$ cat src/rtl/axist_h2h_seq_pkg.sv
// Shared definitions for the AXI-ST H2H loopback test sequencer.
//   - sequencer and Avalon-MM engine state enums
//   - error codes reported on o_err
//   - CSR addresses and bit positions of the loopback block
//   - helper that packs the pattern-generator configuration word
package axist_h2h_seq_pkg;

  typedef enum logic [3:0] {
    S_IDLE,
    S_WAIT_ONL,
    S_WR_DX,
    S_WR_DY,
    S_WR_DZ,
    S_WR_CFG,
    S_WR_EN,
    S_POLL_GAP,
    S_RD_STAT,
    S_CHECK,
    S_DONE,
    S_FAIL
  } seq_state_e;

  typedef enum logic [1:0] {
    E_IDLE,
    E_WR,
    E_RD,
    E_RDV
  } eng_state_e;

  typedef enum logic [2:0] {
    ERR_NONE       = 3'd0,
    ERR_ONLINE_TMO = 3'd1,
    ERR_AVMM_TMO   = 3'd2,
    ERR_POLL_TMO   = 3'd3,
    ERR_CHK_FAIL   = 3'd4
  } err_e;

  localparam logic [31:0] ADDR_DLY_X      = 32'h0000_0010;
  localparam logic [31:0] ADDR_DLY_Y      = 32'h0000_0014;
  localparam logic [31:0] ADDR_DLY_Z      = 32'h0000_0018;
  localparam logic [31:0] ADDR_PATGEN_CFG = 32'h0000_001C;
  localparam logic [31:0] ADDR_STATUS     = 32'h0000_0020;

  localparam int PATGEN_EN_BIT = 31;
  localparam int STAT_DONE_BIT = 1;
  localparam int STAT_PASS_BIT = 0;

  localparam logic [31:0] PATGEN_EN_MASK = 32'(1) << PATGEN_EN_BIT;

  function automatic logic [31:0] patgen_cfg(input logic [1:0] sel,
                                             input logic [8:0] cnt,
                                             input logic       cntus);
    return {20'b0, cntus, cnt, sel};
  endfunction

endpackage

$ cat src/rtl/axist_avmm_master_if.sv
// Single-access Avalon-MM master engine.
//   req/we/addr/wdata : one-cycle request pulse from the sequencer (accepted in idle only)
//   ack               : one-cycle pulse when the access completed (rdata valid for reads)
//   tmo               : one-cycle pulse when waitrequest or readdatavalid waited too long
//   avmm_*            : Avalon-MM master signals, all registered
// A write stays asserted with stable address/data while waitrequest is high.
// A read is asserted until accepted, then the engine waits for readdatavalid.
module axist_avmm_master_if
  import axist_h2h_seq_pkg::*;
#(
  parameter int AVMM_TMO = 255
) (
  input  logic        clk,
  input  logic        rst_n,
  input  logic        req,
  input  logic        we,
  input  logic [31:0] addr,
  input  logic [31:0] wdata,
  output logic        ack,
  output logic [31:0] rdata,
  output logic        tmo,
  output logic [31:0] avmm_address,
  output logic        avmm_write,
  output logic        avmm_read,
  output logic [31:0] avmm_writedata,
  input  logic [31:0] avmm_readdata,
  input  logic        avmm_rdvalid,
  input  logic        avmm_waitreq
);

  // Counter only needs to reach AVMM_TMO-1: the cycle that would make it
  // AVMM_TMO is the one where the request is dropped.
  localparam int CW = (AVMM_TMO < 2) ? 1 : $clog2(AVMM_TMO);
  localparam logic [CW-1:0] CNT_LAST = CW'(AVMM_TMO - 1);

  eng_state_e    st;
  logic [CW-1:0] cnt;

  always_ff @(posedge clk or negedge rst_n) begin
    if (!rst_n) begin
      st             <= E_IDLE;
      cnt            <= '0;
      ack            <= 1'b0;
      tmo            <= 1'b0;
      rdata          <= '0;
      avmm_address   <= '0;
      avmm_write     <= 1'b0;
      avmm_read      <= 1'b0;
      avmm_writedata <= '0;
    end else begin
      ack <= 1'b0;
      tmo <= 1'b0;
      case (st)
        E_IDLE: begin
          if (req) begin
            avmm_address <= addr;
            cnt          <= '0;
            if (we) begin
              avmm_write     <= 1'b1;
              avmm_writedata <= wdata;
              st             <= E_WR;
            end else begin
              avmm_read <= 1'b1;
              st        <= E_RD;
            end
          end
        end
        E_WR: begin
          if (!avmm_waitreq) begin
            avmm_write <= 1'b0;
            ack        <= 1'b1;
            st         <= E_IDLE;
          end else if (cnt == CNT_LAST) begin
            avmm_write <= 1'b0;
            tmo        <= 1'b1;
            st         <= E_IDLE;
          end else begin
            cnt <= cnt + 1'b1;
          end
        end
        E_RD: begin
          if (!avmm_waitreq) begin
            avmm_read <= 1'b0;
            cnt       <= '0;
            st        <= E_RDV;
          end else if (cnt == CNT_LAST) begin
            avmm_read <= 1'b0;
            tmo       <= 1'b1;
            st        <= E_IDLE;
          end else begin
            cnt <= cnt + 1'b1;
          end
        end
        E_RDV: begin
          if (avmm_rdvalid) begin
            rdata <= avmm_readdata;
            ack   <= 1'b1;
            st    <= E_IDLE;
          end else if (cnt == CNT_LAST) begin
            tmo <= 1'b1;
            st  <= E_IDLE;
          end else begin
            cnt <= cnt + 1'b1;
          end
        end
        default: st <= E_IDLE;
      endcase
    end
  end

endmodule

$ cat src/rtl/axist_h2h_test_sequencer.sv
// Management-side controller running one AXI-ST H2H loopback test over the
// CSR Avalon-MM port: wait for link online, program delays X/Y/Z and the
// pattern generator, enable it, then poll the checker status.
//   i_start                      : start pulse (honoured in IDLE/DONE/FAIL only)
//   i_delay_*, i_patgen_*,
//   i_cntus_en                   : test configuration, sampled on start
//   i_tx_online, i_rx_online     : link status
//   o_avmm_* / i_avmm_*          : Avalon-MM master towards the CSR slave
//   o_busy                       : test in progress
//   o_done, o_pass, o_err        : sticky result, cleared by the next start
module axist_h2h_test_sequencer
  import axist_h2h_seq_pkg::*;
#(
  parameter int ONLINE_TMO = 65535,
  parameter int POLL_GAP   = 64,
  parameter int POLL_MAX   = 1024,
  parameter int AVMM_TMO   = 255
) (
  input  logic        mgmt_clk,
  input  logic        rst_n,
  input  logic        i_start,
  input  logic [31:0] i_delay_x,
  input  logic [31:0] i_delay_y,
  input  logic [31:0] i_delay_z,
  input  logic [1:0]  i_patgen_sel,
  input  logic [8:0]  i_patgen_cnt,
  input  logic        i_cntus_en,
  input  logic        i_tx_online,
  input  logic        i_rx_online,
  output logic [31:0] o_avmm_address,
  output logic        o_avmm_write,
  output logic        o_avmm_read,
  output logic [31:0] o_avmm_writedata,
  input  logic [31:0] i_avmm_readdata,
  input  logic        i_avmm_rdvalid,
  input  logic        i_avmm_waitreq,
  output logic        o_busy,
  output logic        o_done,
  output logic        o_pass,
  output logic [2:0]  o_err
);

  localparam logic [31:0] ONL_LAST  = 32'(ONLINE_TMO - 1);
  localparam logic [31:0] GAP_LAST  = 32'(POLL_GAP - 1);
  localparam logic [31:0] POLL_LAST = 32'(POLL_MAX - 1);

  seq_state_e  state;
  logic [31:0] cnt;
  logic [31:0] poll_cnt;
  logic [31:0] dly_x, dly_y, dly_z, cfg;
  logic        stat_pass;
  err_e        err;

  logic        req, we;
  logic [31:0] addr, wdata;
  logic        eng_ack, eng_tmo;
  logic [31:0] eng_rdata;
  logic        unused_rdata;

  assign unused_rdata = ^{eng_rdata[31:2]};
  assign o_err        = err;

  axist_avmm_master_if #(.AVMM_TMO(AVMM_TMO)) u_avmm (
    .clk            (mgmt_clk),
    .rst_n          (rst_n),
    .req            (req),
    .we             (we),
    .addr           (addr),
    .wdata          (wdata),
    .ack            (eng_ack),
    .rdata          (eng_rdata),
    .tmo            (eng_tmo),
    .avmm_address   (o_avmm_address),
    .avmm_write     (o_avmm_write),
    .avmm_read      (o_avmm_read),
    .avmm_writedata (o_avmm_writedata),
    .avmm_readdata  (i_avmm_readdata),
    .avmm_rdvalid   (i_avmm_rdvalid),
    .avmm_waitreq   (i_avmm_waitreq)
  );

  // Each access is launched by a one-cycle req pulse issued on the transition
  // into the access state, so the engine never sees a stale request after ack.
  always_ff @(posedge mgmt_clk or negedge rst_n) begin
    if (!rst_n) begin
      state     <= S_IDLE;
      cnt       <= '0;
      poll_cnt  <= '0;
      dly_x     <= '0;
      dly_y     <= '0;
      dly_z     <= '0;
      cfg       <= '0;
      stat_pass <= 1'b0;
      req       <= 1'b0;
      we        <= 1'b0;
      addr      <= '0;
      wdata     <= '0;
      o_busy    <= 1'b0;
      o_done    <= 1'b0;
      o_pass    <= 1'b0;
      err       <= ERR_NONE;
    end else begin
      req <= 1'b0;
      case (state)
        S_IDLE, S_DONE, S_FAIL: begin
          if (i_start) begin
            dly_x    <= i_delay_x;
            dly_y    <= i_delay_y;
            dly_z    <= i_delay_z;
            cfg      <= patgen_cfg(i_patgen_sel, i_patgen_cnt, i_cntus_en);
            cnt      <= '0;
            poll_cnt <= '0;
            o_busy   <= 1'b1;
            o_done   <= 1'b0;
            o_pass   <= 1'b0;
            err      <= ERR_NONE;
            state    <= S_WAIT_ONL;
          end
        end
        S_WAIT_ONL: begin
          if (i_tx_online && i_rx_online) begin
            req <= 1'b1; we <= 1'b1; addr <= ADDR_DLY_X; wdata <= dly_x;
            state <= S_WR_DX;
          end else if (cnt == ONL_LAST) begin
            o_busy <= 1'b0; o_done <= 1'b1; err <= ERR_ONLINE_TMO;
            state  <= S_FAIL;
          end else begin
            cnt <= cnt + 32'd1;
          end
        end
        S_WR_DX, S_WR_DY, S_WR_DZ, S_WR_CFG, S_WR_EN, S_RD_STAT: begin
          if (eng_tmo) begin
            o_busy <= 1'b0; o_done <= 1'b1; err <= ERR_AVMM_TMO;
            state  <= S_FAIL;
          end else if (eng_ack) begin
            case (state)
              S_WR_DX: begin
                req <= 1'b1; we <= 1'b1; addr <= ADDR_DLY_Y; wdata <= dly_y;
                state <= S_WR_DY;
              end
              S_WR_DY: begin
                req <= 1'b1; we <= 1'b1; addr <= ADDR_DLY_Z; wdata <= dly_z;
                state <= S_WR_DZ;
              end
              S_WR_DZ: begin
                req <= 1'b1; we <= 1'b1; addr <= ADDR_PATGEN_CFG; wdata <= cfg;
                state <= S_WR_CFG;
              end
              S_WR_CFG: begin
                req <= 1'b1; we <= 1'b1; addr <= ADDR_PATGEN_CFG;
                wdata <= cfg | PATGEN_EN_MASK;
                state <= S_WR_EN;
              end
              S_WR_EN: begin
                cnt   <= '0;
                state <= S_POLL_GAP;
              end
              default: begin
                // status read returned
                poll_cnt <= poll_cnt + 32'd1;
                if (eng_rdata[STAT_DONE_BIT]) begin
                  stat_pass <= eng_rdata[STAT_PASS_BIT];
                  state     <= S_CHECK;
                end else if (poll_cnt == POLL_LAST) begin
                  o_busy <= 1'b0; o_done <= 1'b1; err <= ERR_POLL_TMO;
                  state  <= S_FAIL;
                end else begin
                  cnt   <= '0;
                  state <= S_POLL_GAP;
                end
              end
            endcase
          end
        end
        S_POLL_GAP: begin
          if (cnt == GAP_LAST) begin
            req <= 1'b1; we <= 1'b0; addr <= ADDR_STATUS;
            state <= S_RD_STAT;
          end else begin
            cnt <= cnt + 32'd1;
          end
        end
        S_CHECK: begin
          o_busy <= 1'b0;
          o_done <= 1'b1;
          if (stat_pass) begin
            o_pass <= 1'b1;
            state  <= S_DONE;
          end else begin
            err   <= ERR_CHK_FAIL;
            state <= S_FAIL;
          end
        end
        default: state <= S_IDLE;
      endcase
    end
  end

endmodule

$ cat config.mk
export PLATFORM = sky130hd
export DESIGN_NAME = axist_h2h_test_sequencer
export DESIGN_NICKNAME = d
export VERILOG_FILES = /design/src/rtl/axist_h2h_seq_pkg.sv /design/src/rtl/axist_avmm_master_if.sv /design/src/rtl/axist_h2h_test_sequencer.sv
export SDC_FILE = /design/constraint.sdc
export NUM_CORES = 1
export LEC_CHECK = 0
export ABC_AREA = 1
export CORE_MARGIN = 4
export CORE_UTILIZATION = 25
export DETAILED_ROUTE_END_ITERATION = 8
export SYNTH_ARGS = -nofsm -noshare
export SYNTH_HDL_FRONTEND = slang
export SYNTH_HIERARCHICAL = 1
export SYNTH_SLANG_ARGS = --single-unit
$ cat constraint.sdc
create_clock -name mgmt_clk -period 2.62 [get_ports mgmt_clk]
set_input_delay 0.393 -clock mgmt_clk [delete_from_list [all_inputs] [get_ports mgmt_clk]]
set_output_delay 0.393 -clock mgmt_clk [all_outputs]
set_load 0.03 [all_outputs]
==> metrics <==
# DRC 0; TritonCTS Sinks 301; vias per std cell approximately 4.5; slew at the pin closest to its max-slew limit 0.553 ns; RSZ-0062 raised after global routing false; diodes inserted 0; Slew HR 0.631; vias in the first global route 13100; GR Util met3 0.0268; port bufs 188; Gate power share 0.437; worst hold path class input port to asynchronous set/reset pin; Clock transition at path regs 0.06 ns; clock latency on the worst-skew pair 0.57 ns; CP endpoint kind register; io pins ~220; Post-Syn Area 15200 um2; nets about 2200; GR Util met2 0.222; drt pass-1 iters 5; met1 Track Usage GR 0.182; Crit Path Max Fanout 48; critical path class register to register; synthesized instance count ~1900; final WL 44200 um; CTS tree built; Final Hold Fails 0; Filler Cells Inserted ~6300; CTS Buf Count 38; post-cts sizing count 0; fin. max-slew vios 0; Max-cap violations 0; pin count of the biggest net entering global routing 59; row count 90; post-route ant nets 0; Arr. time, crit path 2.75 ns; Die Width approximately 250 um; status completed; Overflow after GRT 0; global-route wire length before repair approximately 71000 um; Final min period between 2 and 2.5 ns; wire length per cell 15.3 um; internal power 13.5 mW; Leakage 8.84 nW; Detailed Place HPWL 31500 um; GR peak layer met2; clock root buffer clkbuf_16; Initial Utilization 0.252; Finished Layout Cells 2897; Clock power frac 0.232; setup violators final 0; startpoint types register; Final Skew 0.0264 ns; switching pwr 9.67 mW; initial antenna violation count 3; Synth Warn # 6; final setup TNS 0 ns; Final GP Congestion 0.913; core area 60400 um2; Layout area overhead 28.0%; WHS 0.384 ns; CP Data Required Time 3.10 ns; Die Y 255 um; dpl cells 2828; maximum clock frequency 441 MHz; switching share of power 0.417; Peak VDD IR 694 uV; CTS H-Tree Depth 2; cell area after layout roughly 19000 um2; layout cells sized above 1 0.114; Setup WS pre-CTS 0.370 ns; number of DRC markers in iteration 0 892; period utilization 0.866; DP Area 18200 um2; die area 64900 um2; Syn Area/Cell 8.13 um2; maximum clock path buffer count 3; total track usage 0.136; total power 23.2 mW; P per Cell Area 1190 nW/um2; Layout Utilization 0.323; Flop pwr share 0.330; vias post-DR around 13000; fin worst setup slack 0.352 ns
==> layout by cell type, fill, tap and decap left out, types with 7 or more instances in the layout <==
cell type / n
nor2_1: 186
nor2_4: 7
o21ai_1: 18
buf_12: 12
mux2_2: 95
clkbuf_16: 38
o21ai_0: 51
inv_2: 17
clkdlybuf4s50_1: 187
conb_1: 28
ha_1: 9
nand4_1: 31
nand2_2: 11
o21a_1: 23
dfrtp_1: 301
a21oi_1: 34
nand2_1: 651
buf_4: 20
a31oi_1: 14
inv_1: 122
nor3_1: 29
nand3_1: 151
xor2_1: 14
==> flip-flops by register name, indices dropped and copies added (netlist names), 4 cells and up <==
| register | flops |
|---|---|
| cfg | 12 |
| u_avmm/cnt | 8 |
| poll_cnt | 32 |
| u_avmm/avmm_writedata | 32 |
| state | 4 |
| wdata | 32 |
| dly_z | 32 |
| addr | 4 |
| cnt | 32 |
| u_avmm/avmm_address | 32 |
| dly_y | 32 |
| dly_x | 32 |
==> layer usage <==
layer  wire [um]  part of all wire  up-vias
met5          35           0.00079        -
met4        1220             0.028        6
met3        2390             0.054       65
met2       20800              0.47      313
met1       19800              0.45     6314
li1            -                 -     6434
==> worst paths after layout <==
| check | startpoint | end | slack, ns | depth (start not counted) |
|---|---|---|---|---|
| setup / recovery | state[1]$_DFFE_PN0P_ | poll_cnt[12]$_DFFE_PN0P_ | 0.35 | 12 |
| hold / removal | rst_n | wdata[18]$_DFFE_PN0P_ | 0.38 | 2 |
| min in group mgmt_clk | i_delay_x[4] | dly_x[4]$_DFFE_PN0P_ | 0.40 | 3 |
| max in group asynchronous | rst_n | poll_cnt[31]$_DFFE_PN0P_ | 1.50 | 3 |
| setup reg to reg | state[1]$_DFFE_PN0P_ | poll_cnt[12]$_DFFE_PN0P_ | 0.35 | 12 |
| hold reg to reg | u_avmm/avmm_writedata[6]$_DFFE_PN0P_ | u_avmm/avmm_writedata[6]$_DFFE_PN0P_ | 0.47 | 2 |
==> power groups by stage <==
| stage | combinational [mW] | sequential, mW | clock [mW] |
|---|---|---|---|
| final | 10.2 | 7.66 | 5.39 |
| after global routing | 11.2 | 7.91 | 5.76 |
| after CTS | 10.3 | 7.69 | 5.57 |
| after detailed placement | 10.2 | 7.76 | 0 |
| after global placement | 10.0 | 7.68 | 0 |
| after floorplan | 6.01 | 8.39 | 0 |
==> layout make-up <==
class | count | area (um2) | share of cell area
well taps | 782 | 978 | 0.0502
clock buffers | 48 | 1050 | 0.0538
repair buffers | 221 | 2290 | 0.117
clock inverters | 20 | 246 | 0.0126
flip-flops and latches | 301 | 7530 | 0.386
multi-input cells | 1386 | 6880 | 0.353
inverters | 139 | 522 | 0.0268
==> worst max-delay path, stage by stage (launching register included) <==
cell     delay, ns
dfrtp_1       0.45
nand2_2       0.15
inv_2         0.05
nand2_2       0.14
nand2_2       0.13
inv_2         0.09
nand2_4       0.15
o21ai_2       0.12
nand3_2       0.29
inv_2         0.15
buf_12        0.22
nand4_1       0.11
o21ai_0       0.10
==> repair_timing <==
action / 4_1_cts / 5_1_grt
hold buffers: 1 / 0
hold endpoints to repair: 51 / 0
setup buffers: 0 / 0
Note: power is estimated with default switching activity, not from simulation.
